===== src/rtl/pl_ctrl_pkg.sv =====
// Shared encodings and constants for the pipeline hazard controller.
package pl_ctrl_pkg;

    localparam int unsigned STATE_W     = 2;
    localparam int unsigned FLUSH_CNT_W = 3;
    localparam int unsigned PC_W        = 32;

    typedef enum logic [STATE_W-1:0] {
        ST_RUN     = 2'd0,
        ST_FLUSH   = 2'd1,
        ST_MC_WAIT = 2'd2,
        ST_HALT    = 2'd3
    } pl_state_e;

    localparam logic [PC_W-1:0] RESET_PC  = 32'h0000_0000;
    localparam logic [PC_W-1:0] NOP_INSTR = 32'h0000_0013;

endpackage


===== src/rtl/pl_perf_counters.sv =====
// Saturating flush/stall event counters for the hazard controller.
module pl_perf_counters #(
    parameter int unsigned CNT_W = 32
) (
    input  logic             clk,
    input  logic             rst_n,
    input  logic             flush_inc,
    input  logic             stall_inc,
    output logic [CNT_W-1:0] flush_cnt,
    output logic [CNT_W-1:0] stall_cnt
);

    // Both counters stick at all-ones instead of wrapping.
    always_ff @(posedge clk or negedge rst_n) begin
        if (!rst_n) begin
            flush_cnt <= '0;
            stall_cnt <= '0;
        end else begin
            if (flush_inc && (flush_cnt != '1)) flush_cnt <= flush_cnt + CNT_W'(1);
            if (stall_inc && (stall_cnt != '1)) stall_cnt <= stall_cnt + CNT_W'(1);
        end
    end

endmodule


===== src/rtl/pipeline_hazard_ctrl.sv =====
// Stall/flush sequencer for the 5-stage pipeline.
// Define PL_CTRL_PERF_EN to build the flush/stall performance counters.
module pipeline_hazard_ctrl
    import pl_ctrl_pkg::*;
#(
    parameter int unsigned FLUSH_CYCLES = 1,
    parameter int unsigned MC_TIMEOUT   = 64,
    parameter int unsigned CNT_W        = 32
) (
    input  logic             clk,
    input  logic             rst_n,
    input  logic             B_type_branch_failed,
    input  logic             jalr_failed,
    input  logic [PC_W-1:0]  pc_branch_filled,
    input  logic             load_use_hazard,
    input  logic             mc_start,
    input  logic             mc_done,
    input  logic             halt_req,
    output logic             PL_stall,
    output logic             PL_flush,
    output logic [PC_W-1:0]  pc_rollback,
    output logic             mc_kill,
    output logic             halted,
    output logic [CNT_W-1:0] flush_cnt,
    output logic [CNT_W-1:0] stall_cnt
);

    localparam int unsigned WAIT_W = (MC_TIMEOUT > 1) ? $clog2(MC_TIMEOUT) : 1;
    localparam bit          TIMEOUT_EN = (MC_TIMEOUT != 0);
    localparam logic [WAIT_W-1:0]      WAIT_LAST  = WAIT_W'(MC_TIMEOUT - 1);
    localparam logic [FLUSH_CNT_W-1:0] FLUSH_LOAD = FLUSH_CNT_W'(FLUSH_CYCLES - 1);

    pl_state_e              state, next_state;
    logic [FLUSH_CNT_W-1:0] flush_left, flush_left_d;
    logic [WAIT_W-1:0]      wait_cnt, wait_cnt_d;
    logic [PC_W-1:0]        pc_d;
    logic                   kill_d;
    logic                   stall_c;
    logic                   fail;
    logic                   mc_timeout;

    assign fail       = B_type_branch_failed | jalr_failed;
    assign mc_timeout = TIMEOUT_EN && (wait_cnt == WAIT_LAST);
    assign PL_stall   = stall_c;

    always_ff @(posedge clk or negedge rst_n) begin
        if (!rst_n) begin
            state       <= ST_RUN;
            flush_left  <= '0;
            wait_cnt    <= '0;
            pc_rollback <= RESET_PC;
            mc_kill     <= 1'b0;
            PL_flush    <= 1'b0;
            halted      <= 1'b0;
        end else begin
            state       <= next_state;
            flush_left  <= flush_left_d;
            wait_cnt    <= wait_cnt_d;
            pc_rollback <= pc_d;
            mc_kill     <= kill_d;
            PL_flush    <= (next_state == ST_FLUSH);
            halted      <= (next_state == ST_HALT);
        end
    end

    // Next state; priority fail > mc_start > halt_req > load_use_hazard.
    always_comb begin
        next_state   = state;
        flush_left_d = flush_left;
        wait_cnt_d   = wait_cnt;
        pc_d         = pc_rollback;
        kill_d       = 1'b0;
        stall_c      = 1'b0;
        unique case (state)
            ST_RUN: begin
                stall_c = load_use_hazard & ~fail;
                if (fail) begin
                    next_state   = ST_FLUSH;
                    pc_d         = pc_branch_filled;
                    flush_left_d = FLUSH_LOAD;
                    kill_d       = mc_start;
                end else if (mc_start) begin
                    next_state = ST_MC_WAIT;
                    wait_cnt_d = '0;
                end else if (halt_req) begin
                    next_state = ST_HALT;
                end
            end
            ST_FLUSH: begin
                if (fail) begin
                    pc_d         = pc_branch_filled;
                    flush_left_d = FLUSH_LOAD;
                end else if (flush_left == '0) begin
                    next_state = ST_RUN;
                end else begin
                    flush_left_d = flush_left - FLUSH_CNT_W'(1);
                end
            end
            ST_MC_WAIT: begin
                stall_c = ~mc_done & ~fail;
                if (fail) begin
                    next_state   = ST_FLUSH;
                    pc_d         = pc_branch_filled;
                    flush_left_d = FLUSH_LOAD;
                    kill_d       = ~mc_done;
                end else if (mc_done) begin
                    next_state = ST_RUN;
                end else if (mc_timeout) begin
                    next_state = ST_RUN;
                    kill_d     = 1'b1;
                end else begin
                    wait_cnt_d = wait_cnt + WAIT_W'(1);
                end
            end
            ST_HALT: begin
                stall_c = 1'b1;
                if (!halt_req) next_state = ST_RUN;
            end
            default: next_state = ST_RUN;
        endcase
    end

`ifdef PL_CTRL_PERF_EN
    logic flush_entry;
    assign flush_entry = (next_state == ST_FLUSH) && ((state != ST_FLUSH) || fail);

    pl_perf_counters #(
        .CNT_W (CNT_W)
    ) u_perf (
        .clk       (clk),
        .rst_n     (rst_n),
        .flush_inc (flush_entry),
        .stall_inc (stall_c),
        .flush_cnt (flush_cnt),
        .stall_cnt (stall_cnt)
    );
`else
    assign flush_cnt = '0;
    assign stall_cnt = '0;
`endif

endmodule

===== config.mk =====
export PLATFORM = sky130hd
export DESIGN_NAME = pipeline_hazard_ctrl
export DESIGN_NICKNAME = d
export VERILOG_FILES = /design/src/rtl/pl_ctrl_pkg.sv /design/src/rtl/pl_perf_counters.sv /design/src/rtl/pipeline_hazard_ctrl.sv
export SDC_FILE = /design/constraint.sdc
export NUM_CORES = 1
export LEC_CHECK = 0
export CAP_MARGIN = 15
export CORE_ASPECT_RATIO = 1.4
export CORE_MARGIN = 10
export CORE_UTILIZATION = 35
export DETAILED_ROUTE_END_ITERATION = 8
export PLACE_DENSITY = 0.75
export SYNTH_ARGS = -nofsm -noshare
export SYNTH_HDL_FRONTEND = slang
export SYNTH_HIERARCHICAL = 1
export SYNTH_SLANG_ARGS = --single-unit

===== constraint.sdc =====
create_clock -name clk -period 1.8 [get_ports clk]
set_input_delay 0.18 -clock clk [delete_from_list [all_inputs] [get_ports clk]]
set_output_delay 0.18 -clock clk [all_outputs]
set_load 0.005 [all_outputs]

==> out/qor.csv <==
metric,value,unit
status,finished clean,
die_area,10810,µm²
fin_worst_skew,0.004530,ns
synth_top_area_share,46.89,%
firstDrtPassIters,4,
grt_antenna_before_repair,0,
initial_core_util,35.62,%
finalPower,2544,µW
crit_arrival,1.91,ns
intPower,1918,µW
placed_area,3182,µm²
synth_cells,215,
power_frac_seq,46.7,%
r2r_cells,5,
io_buffers,75,
vias_per_cell,4.236,
leakagePower,0.001501,µW
vdd_drop_max,0.0004577,V
synth-seq-area-share,46.89,%
multiInputGateArea,1025,µm²
cts_tree,built,
final_area,3313,µm²
grtUsageTotal,10.49,%
post-route-period-util,93.46,%
path_buf_inv,0,
drv_slew,0,
globalRouteOverflowTotal,0,
powerDensity,767.7,nW/µm²
clk_pin_slew,0.09,ns
grt_pass1_wl,9404,µm
crit_fanout,5,
worstPathRequired,2.02,ns
crit_chain,ha_1 -> nand3_1 -> o211ai_1 -> or4_1 -> a21oi_1,
cp_slowest_cell,or4_1,
dp_hpwl,4848,µm
grt_max_degree,24,
cp_num_cells,5,
min_path_type,in2async,
fin_ws,0.1177,ns
fmax,594.4,MHz
fillCellCount,631,
period_minus_slack,1.682,ns
place_congestion,0.7925,
switchingPower,625.7,µW
drv_cap,0,
syn-cell-area,2455,µm²
synth_area_leaders,"dfrtp_1, buf_4, mux2_2",
startpoint_type,flip-flop,
row_count,36,
clk_path_buf_depth,2,
vias,1707,
first_global_vias,1897,
post_drt_wl_per_cell,14.51,µm
fin_tns_setup,0,ns
synth-seq-cells,46,
final-hold-violation-count,0,
ff2ff_setup_slack,0.12,ns
seq_area,1151,µm²
p_comb_share,23.6,%
ant_nets,0,
synth_top_cell_by_area,dfrtp_1,
clock_latency,0.29,ns
drt-total-wl,5847,µm
finalNonFillerCells,403,
dp_slack,-0.1375,ns
syn2layout_area_growth,34.96,%
diodes,0,
yosysUniqueCellTypes,35,
io_pins,140,
finalNetCount,350,
rsz0062_at_grt,false,
htree_levels,2,
numCtsBuffers,5,
die_w,90.78,µm
dpl.cell_count,393,
syn_avg_cell_area,11.42,µm²
coreArea,6892,µm²
endpoint_kind,flip-flop,
ys_warn_count,6,
p_clk_share,29.7,%
cts.sinks,46,
die_height,119.1,µm
slowest_delay,0.51,ns
drive_gt1_share,20.45,%
drt_iter0_drc,58,
netSwitchingFraction,24.60,%
worst_slew_pin_slew,0.5659,ns
root_buffer,clkbuf_8,
setup_viol,0,
path_class,reg2reg,
drc,0,
cpLargestDelayFamily,simple AND/OR/NAND/NOR gates,
relSlewSlack,61.79,%
## logic make-up (layout without fill, tap and decap cells)
| group | after synthesis | in the layout | synth area share [%] |
|---|---|---|---|
| buffers and inverters | 76 | 106 | 21.71 |
| DFF | 46 | 46 | 46.89 |
| muxes | 33 | 33 | 15.09 |
| and+or+nand+nor | 32 | 32 | 7.085 |
| AOI/OAI and AO/OA | 24 | 24 | 7.543 |
| adders and majority gates | 3 | 3 | 1.529 |
| other | 1 | 64 | 0.1528 |
## routing by layer
| layer | track usage (%) | routed length, µm | up-vias |
|---|---|---|---|
| li1 | - | - | 793 |
| met1 | 9.796 | 1982 | 820 |
| met2 | 18.85 | 3049 | 87 |
| met3 | 5.971 | 740 | 7 |
| met4 | 3.438 | 74 | 0 |
| met5 | 0 | 0 | - |
## path summary, 6_finish.rpt
path	from	end
max	wait_cnt[0]$_DFFE_PN0P_	wait_cnt[5]$_DFFE_PN0P_
min	rst_n	pc_rollback[13]$_DFFE_PN0P_
max reg2reg	wait_cnt[0]$_DFFE_PN0P_	wait_cnt[5]$_DFFE_PN0P_
min reg2reg	pc_rollback[22]$_DFFE_PN0P_	pc_rollback[22]$_DFFE_PN0P_
max in group asynchronous	rst_n	pc_rollback[4]$_DFFE_PN0P_
min in group clk	pc_branch_filled[8]	pc_rollback[8]$_DFFE_PN0P_
## cells in the mapped netlist, drive strengths merged
library cell and number:
dfrtp 46, o21ai 5, nand2b 1, nor3 2
inv 6, a32o 3, mux2 32, o41ai 1
nor3b 1, o22ai 1, a21o 1, or3 2
ha 3, o21ba 1, o211ai 3, buf 70
or2 1, nand3 5, nor4 1, nand2 9
a2bb2oi 1, conb 1, a31oi 1, or4 2
o311ai 1, a221oi 1, nor2 5, nor4b 1
a21oi 3, mux2i 1, o31ai 1, and2 2
o21a 1
## stage by stage
step                hold WS [ns]  util, %
floorplan                -0.1156        -
global route              0.4128    48.08
detailed placement        0.1730    46.17
global placement          0.1727    46.17
finish                    0.3719    48.08
CTS                       0.3827    48.08
## what timing repair did
action / 4_1_cts / 5_1_grt
gates resized for setup: 2 / 0
hold endpoints to repair: 19 / 0
buffers inserted: 1 / 0
endpoints found under the setup margin: 1 / 0
hold buffers: 1 / 0
## placed cells by master, fill, tap and decap left out, drive strengths merged
cell	netlist	routed
a32o	3	3
o22ai	1	1
or2	1	1
dlygate4sd3	0	1
clkbuf	0	5
nor3	2	2
o41ai	1	1
nor4	1	1
nor4b	1	1
inv	6	6
nor2	5	5
o311ai	1	1
o211ai	3	3
clkinv	0	2
conb	1	64
a31oi	1	1
and2	2	2
dfrtp	46	46
dlygate4sd2	0	1
nand2b	1	1
clkdlybuf4s50	0	73
nand3	5	5
mux2	32	32
a2bb2oi	1	1
or4	2	2
or3	2	2
o21ai	5	5
a21oi	3	3
ha	3	3
o21a	1	1
o21ba	1	1
nand2	9	9
nor3b	1	1
mux2i	1	1
o31ai	1	1
a221oi	1	1
a21o	1	1
buf	70	17
bufinv	0	1
## power groups by stage
stage	Combinational (µW)	Clock [µW]	Sequential [µW]
after floorplan	306	0	1210
after global placement	595	0	1200
after detailed placement	603	0	1210
after CTS	608	783	1190
after global routing	656	832	1200
final	601	756	1190
## area by class of cell
| type | count | area share [%] |
|---|---|---|
| clock buffer | 5 | 2.077 |
| clock inverter | 3 | 1.208 |
| inverter | 6 | 0.6798 |
| multi-input combinational | 156 | 30.93 |
| sequential | 46 | 34.74 |
| tap | 95 | 3.588 |
| timing repair buffer | 92 | 26.77 |
## registers in the layout, indices dropped and copies added (netlist names)
name	count
PL_flush	1
flush_left	3
halted	1
mc_kill	1
pc_rollback	32
state	2
wait_cnt	6
Power figures use the tool's default switching activity.
